## src/rtl/control_sequencer.sv

```systemverilog
// control_sequencer
//   Microcode sequencer for a small 8-bit bus machine. A 3-bit step
//   register walks T0..T4; instructions end after their last active step.
//   All control outputs are combinational decodes of step, opcode and flags.
//
//   Build option: CONDITIONAL_JUMP_EN enables JC (0111) and JZ (1000);
//   when undefined both decode as NOP and cf/zf are ignored.
//
//   Ports:
//     clk, rst          rising-edge clock, synchronous active-high reset
//     opcode[3:0]       instruction-register upper nibble (valid from T2)
//     cf, zf            carry / zero flags
//     co_n j_n mi_n ro_n ri_n                active-low PC/memory controls
//     ii_n io_n ai_n ao_n bi_n eo_n oi_n     active-low register controls
//     ce su fi hlt                           active-high controls
//     t_state[2:0]      current microstep
module control_sequencer (
    input  logic       clk,
    input  logic       rst,
    input  logic [3:0] opcode,
    input  logic       cf,
    input  logic       zf,
    output logic       co_n,
    output logic       j_n,
    output logic       mi_n,
    output logic       ro_n,
    output logic       ri_n,
    output logic       ii_n,
    output logic       io_n,
    output logic       ai_n,
    output logic       ao_n,
    output logic       bi_n,
    output logic       eo_n,
    output logic       oi_n,
    output logic       ce,
    output logic       su,
    output logic       fi,
    output logic       hlt,
    output logic [2:0] t_state
);

    typedef enum logic [2:0] {
        T0 = 3'd0,
        T1 = 3'd1,
        T2 = 3'd2,
        T3 = 3'd3,
        T4 = 3'd4
    } step_e;

    typedef enum logic [3:0] {
        OP_LDA = 4'b0001,
        OP_ADD = 4'b0010,
        OP_SUB = 4'b0011,
        OP_STA = 4'b0100,
        OP_LDI = 4'b0101,
        OP_JMP = 4'b0110,
        OP_JC  = 4'b0111,
        OP_JZ  = 4'b1000,
        OP_OUT = 4'b1110,
        OP_HLT = 4'b1111
    } op_e;

    step_e step;
    logic  halted;
    op_e   op;

    assign op      = op_e'(opcode);
    assign t_state = step;

`ifndef CONDITIONAL_JUMP_EN
    logic unused_flags;
    assign unused_flags = cf ^ zf;
`endif

    // Halting freezes the step at T2 rather than moving on.
    always_ff @(posedge clk) begin
        if (rst) begin
            step   <= T0;
            halted <= 1'b0;
        end else if (!halted) begin
            case (step)
                T0: step <= T1;
                T1: step <= T2;
                T2: begin
                    if (op == OP_HLT)
                        halted <= 1'b1;
                    else if (op == OP_LDA || op == OP_ADD || op == OP_SUB || op == OP_STA)
                        step <= T3;
                    else
                        step <= T0;
                end
                T3: step <= (op == OP_ADD || op == OP_SUB) ? T4 : T0;
                default: step <= T0;
            endcase
        end
    end

    always_comb begin
        co_n = 1'b1; j_n  = 1'b1; mi_n = 1'b1; ro_n = 1'b1; ri_n = 1'b1;
        ii_n = 1'b1; io_n = 1'b1; ai_n = 1'b1; ao_n = 1'b1; bi_n = 1'b1;
        eo_n = 1'b1; oi_n = 1'b1;
        ce   = 1'b0; su   = 1'b0; fi   = 1'b0; hlt  = 1'b0;
        if (rst) begin
            // everything stays inactive
        end else if (halted) begin
            hlt = 1'b1;
        end else begin
            case (step)
                T0: begin co_n = 1'b0; mi_n = 1'b0; end
                T1: begin ro_n = 1'b0; ii_n = 1'b0; ce = 1'b1; end
                T2: begin
                    case (op)
                        OP_LDA, OP_ADD, OP_SUB, OP_STA: begin io_n = 1'b0; mi_n = 1'b0; end
                        OP_LDI: begin io_n = 1'b0; ai_n = 1'b0; end
                        OP_JMP: begin io_n = 1'b0; j_n = 1'b0; end
`ifdef CONDITIONAL_JUMP_EN
                        OP_JC:  begin io_n = 1'b0; j_n = ~cf; end
                        OP_JZ:  begin io_n = 1'b0; j_n = ~zf; end
`endif
                        OP_OUT: begin ao_n = 1'b0; oi_n = 1'b0; end
                        OP_HLT: hlt = 1'b1;
                        default: ;
                    endcase
                end
                T3: begin
                    case (op)
                        OP_LDA: begin ro_n = 1'b0; ai_n = 1'b0; end
                        OP_ADD, OP_SUB: begin ro_n = 1'b0; bi_n = 1'b0; end
                        OP_STA: begin ao_n = 1'b0; ri_n = 1'b0; end
                        default: ;
                    endcase
                end
                T4: begin
                    if (op == OP_ADD || op == OP_SUB) begin
                        eo_n = 1'b0; ai_n = 1'b0; fi = 1'b1;
                        su   = (op == OP_SUB);
                    end
                end
                default: ;
            endcase
        end
    end

endmodule

```

## config.mk

```make
export PLATFORM = sky130hd
export DESIGN_NAME = control_sequencer
export DESIGN_NICKNAME = d
export VERILOG_FILES = /design/src/rtl/control_sequencer.sv
export SDC_FILE = /design/constraint.sdc
export NUM_CORES = 1
export LEC_CHECK = 0
export CAP_MARGIN = 20
export CORE_AREA = 2 2 39 41
export CTS_CLUSTER_DIAMETER = 30
export DETAILED_ROUTE_END_ITERATION = 10
export DIE_AREA = 0 0 41 43
export GPL_TIMING_DRIVEN = 0
export HOLD_SLACK_MARGIN = 0.08
export PLACE_DENSITY = 0.77
export SLEW_MARGIN = 40
export SYNTH_ARGS = -nofsm -noshare
export SYNTH_HDL_FRONTEND = slang
export SYNTH_SLANG_ARGS = --single-unit
```

## constraint.sdc

```tcl
create_clock -name clk -period 2.05 [get_ports clk]
set_clock_uncertainty 0.1 [all_clocks]
set_input_delay 0.615 -clock clk [delete_from_list [all_inputs] [get_ports clk]]
set_output_delay 0.615 -clock clk [all_outputs]
set_load 0.01 [all_outputs]
```

==> run metrics <==
CTS Hold Bufs=0; DP Wirelength=909 um; core footprint=1380 um^2; Startpoint Class=primary input; GR Overflow Total=0; failing checks=negative setup slack; synthesized area per cell=slightly below 8 um^2; post-DR wirelength/cell=15.0 um; sequential cell area fraction in the yosys report=between 10% and 20%; layout cells sized above 1=67.6%; vias in the first global route=between 600 and 700; initial antenna violation count=0; status=finished with violations; vias per inst=5.21; Rel. slew slack=about 73%; filler cell count=106; Worst-Margin Slew=0.402 ns; Yosys cell types=27; Num Clock Sinks=4; Crit. End Element=output port; Cell Area, Synth=430 um^2; antenna cells=0; DIE HEIGHT=43 um; leading cell types in the layout, fill and taps excluded=buf_6 (17), buf_4 (14), nand3_2 (4), nand2_1 (4); Tcrit/Tclk final=109%; routed wire length=between 1.5 and 2 mm; HP Start=t_state[2]; Layout area overhead=133%; Top Layer Used=met4; Core Util, Final=72.6%; crit path from=opcode[3]; CP required=approximately 1.3 ns; row cnt=14; DRT Pass-1 Iters=4; Worst Hold Class=reg -> reg; fin crit period=around 2.2 ns; Critical Path Fanout Max=4; critical path class=in -> out; DR iter-0 viols=10; die area=around 1800 um^2; Post-Syn Instances=56; post-route ant nets=0; PwrDens=699 nW/um^2; post-route cell area=around 1000 um^2; Root Buffer=clkbuf_4; syn_nets=64; first-pass GRT wire length=2.73 mm; # DRC=0; Final Non-Filler Cells=118; IO buf count=23; PnR worst setup slack=-0.184 ns; placed cells=95; WL met2=between 1 and 1.5 mm; Final Wtd Congestion=around 0.84; dpl cell area=706 um^2; dpl ws=-1.14 ns; commonest non-fill, non-tap cell in the layout=buf_6; Num CTS Buffers=3; Lkg Pwr=between 0.4 and 0.5 nW; CTS tree=yes; Initial Util=31.1%; Syn. warnings=0; hold_ws=0.459 ns; Worst VDD drop=approximately 0.40 mV; die width=around 40 um; clk_lat worst skew=0.25 ns; Yosys reg bits=4; pin count of the biggest net entering global routing=9; RSZ-0062 raised after global routing=yes; CP Data Arrival Time=1.52 ns; # IOs=27; All-Layer GR Usage=a little under a quarter; met3 WL=approximately 65 um; Final nets=between 100 and 150; maxcap violations=0; Final Hold Fails=0; Final Max Tran Viols=0; Bufs on Longest Clock Path=2; setup violators final=11; Max Freq=448 MHz; worst r2r src=t_state[0]; met1 WL=657 um; Clock transition at path regs=0.03 ns; H-tree levels=1; vias=615
[layer usage]
layer | vias up | global-route usage, %
li1 | 296 | -
met1 | 291 | 25.6
met2 | 24 | 40.6
met3 | 4 | 0
met4 | 0 | 14.0
met5 | - | 0
[critical path, stage by stage]
cell,delay [ns]
buf_12,0.10
nor4_4,0.28
and4_4,0.29
and2_4,0.14
buf_6,0.09
[synth_stat cells (all sizes together)]
master,count,area share [%]
a22oi,1,1.7
a41oi,1,2.0
nor3,1,1.2
o21ai,3,3.5
nand4,1,1.5
nor4,2,9.9
and2,1,1.5
a22o,1,2.0
or3,1,2.6
nand2,5,4.4
nor2b,4,5.8
o22ai,2,2.9
dfxtp,4,19
xor2,1,2.0
buf,2,5.2
and4b,2,4.7
a311oi,1,2.0
nor2,5,4.4
and4,1,2.6
nand3,5,5.8
inv,6,5.2
nand2b,2,2.9
and3,1,1.5
a21o,1,1.7
a31oi,2,4.4
[final timing paths]
kind / to / cells past startpoint / slack, ns
setup reg to reg: t_state[1] / 7 / 0.60
hold / removal: t_state[2] / 2 / 0.46
hold reg to reg: t_state[2] / 2 / 0.46
setup / recovery: su / 5 / -0.18
[kinds of logic after synthesis]
| group | after synthesis | synth area share, % |
|---|---|---|
| and+or+nand+nor | 31 | 48.5 |
| buffers and inverters | 8 | 10.5 |
| DFF | 4 | 18.6 |
| xor gates and xnor gates | 1 | 2.04 |
| AOI/OAI and AO/OA | 12 | 20.4 |
[registers in the layout, indices dropped and copies added (netlist names)]
signal   count
t_state      3
halted       1
[layout make-up]
cell class | count | area, um^2 | share of cell area [%]
buffer | 2 | 31.3 | 3.11
clock buffer | 3 | 22.5 | 2.24
inverter | 6 | 22.5 | 2.24
multi-input combinational | 44 | 403 | 40.1
sequential | 4 | 86.3 | 8.59
tap | 16 | 20.0 | 1.99
timing repair buffer | 43 | 419 | 41.7
[through the flow]
step                      setup TNS (ns)  power [mW]
after floorplan                        0       0.318
after detailed placement          -15.89       0.463
after CTS                          -1.22       0.659
final                              -1.39       0.702
after global placement            -15.64       0.452
after global routing               -1.87       0.742
[timing repair]
action	CTS	global route
gates cloned	0	0
resized for setup	121	12
setup buffers	18	2
pin swaps	13	4
endpoints found under the setup margin	17	14
[power by group]
group | switching (mW) | internal (mW)
Sequential | 0.0284 | 0.103
Clock | 0.0401 | 0.0660
Combinational | 0.210 | 0.255
Power figures use the tool's default switching activity.
==> RTL change, RTL diff (same flow settings) <==
The option `CONDITIONAL_JUMP_EN` is turned on by a define.
--- a/src/rtl/control_sequencer.sv
+++ b/src/rtl/control_sequencer.sv
@@ -16,2 +16,4 @@
 //     t_state[2:0]      current microstep
+`define CONDITIONAL_JUMP_EN
+
 module control_sequencer (
Formal check against the unedited RTL: not equivalent (Yosys sat finds a counterexample within 4 cycles, from zero or initial values and one cycle with rst high).
==> RTL change against the original RTL <==
- the flow still finishes with violations (setup timing)
- area after synthesis increased by 15%
- design area decreased by 0.62%
- sequential cell count unchanged
- largest cell class is now multi-input gates
- highest routed layer unchanged
- die area unchanged
- count of clock-buffer cells in the layout unchanged
- worst setup slack got worse by 0.16 ns
- wire length decreased by 0.56%
- worst hold slack improved by 0.036 ns
Power is not compared: it rests on default switching activity, and its combinational part moved more than twofold at a synthesized area within 25%.
==> RTL change: results (changes against the original RTL) <==
.. list-table::
   :header-rows: 1

   * - Metric
     - Value
   * - Outcome
     - finished with violations
   * - Violations in the final reports
     - setup timing
   * - TritonRoute pass-1 iters
     - 4 (unchanged)
   * - Min-Delay Startpoint
     - rst
   * - Area contributors post-synth
     - dfxtp_1, buf_6, nor2_1
   * - Wire length of the first global-routing pass
     - 2.52 mm (-7.8%)
   * - Number of flip-flops under the largest register name
     - 3 (unchanged)
   * - List of most frequent post-synthesis cells
     - nor2_1, nand2_1, buf_6, dfxtp_1, nor3_1
   * - R2R Setup Slk
     - 0.77 ns (+0.17 ns)
   * - Slowest-stage cell, CP
     - and4bb_2
   * - Average wire per cell in the routed design
     - 14.2 um (-5.4%)
   * - Largest fanout of any net on the critical path
     - 3 (-1)
   * - HPWL after detailed placement
     - 983 um (+8.1%)
   * - # hold bufs at CTS
     - 0 (unchanged)
   * - Largest net degree at the start of global routing
     - 11 (+2)
   * - Area of placed instances
     - 763 sq um (+8.2%)
   * - Data arrival time at the worst-slack endpoint
     - 1.68 ns (+0.16 ns)
   * - Depth of the worst register-to-register path
     - 4 (-3)
   * - Avg Vias per Cell
     - 5.40 (+3.5%)
   * - Worst slack at placement
     - -1.15 ns (-0.00503 ns)
   * - Logic power comb
     - 160 uW
   * - Layout cell share with drive strength beyond 1
     - 58.3% (-9.3 points)
   * - Combined global-route utilization of all metal layers
     - 21.0% (-2.1 points)
   * - Headroom to the max-slew limit
     - 84.1% (+11 points)
   * - Endpoint, Worst Hold
     - t_state[0]
   * - Fin cells
     - 124 (+5.1%)
   * - Ant diodes
     - 0 (unchanged)
   * - Vias in the first global route
     - 592 (-5.3%)
   * - Seq/Total Area, Yosys
     - 16.2% (-2.4 points)
   * - Largest vdd supply drop
     - 0.000153 V
   * - Setup TNS
     - -2.60 ns (-1.21 ns)
   * - Initial DRC count
     - 6 (-4)
   * - Average instance area after synthesis
     - 7.51 sq um (-2.3%)
   * - Number of library cell types mapped by synthesis
     - 32 (+19%)
   * - Inst Count DP
     - 105 (+11%)
   * - Antenna violations before repair
     - 0 (unchanged)
   * - Smallest hold slack
     - 0.495 ns (+0.0360 ns)
   * - Dominant synthesized flop cell
     - dfxtp_1
   * - Beginning of the critical path
     - opcode[2]
   * - Post-Syn Nets
     - 74 (+16%)
   * - Clock transition at the registers of the reported paths
     - 0.04 ns
   * - R2R Path Start
     - halted
   * - Final estimated routing congestion in global placement
     - 0.746 (-11%)
   * - Setup violations, final
     - 13 (+2)
   * - Worst min-delay path class
     - in -> reg
   * - Worst setup margin
     - -0.345 ns (-0.162 ns)
   * - Biggest cell delay along the critical path
     - 0.29 ns (about the same)
-- RTL change: logic make-up (layout without fill, tap and decap cells) --
family	Yosys count	count (layout)	synth area share, %
simple gates	38	38	46.2
compound gates	13	13	20.2
buf+inv	9	51	13.9
flops	4	4	16.2
xor+xnor	2	2	3.54
-- RTL change: per-layer routing --
layer,global-route usage (%),share of wire [%],vias to the layer above,wire [um]
met5,0,0,-,0
met3,4.19,4.7,4,83
met1,23.2,43,315,750
met2,32.5,51,22,894
li1,-,-,328,-
met4,16.7,1.9,0,33
-- RTL change: area by class of cell --
cell class                 instances  area, sq um
inverter                           3         11.3
sequential                         4         86.3
fill                             110          385
tap                               16         20.0
buffer                             6         72.6
clock buffer                       3         22.5
timing repair buffer              39          342
multi-input combinational         53          444
-- RTL change: what timing repair did --
item                                    CTS  global route
pin swaps                                13             6
endpoints found under the hold margin     0             0
buffers inserted                          8             7
cloned                                    1             0
resized for setup                        81            22
endpoints found under the setup margin   16            16
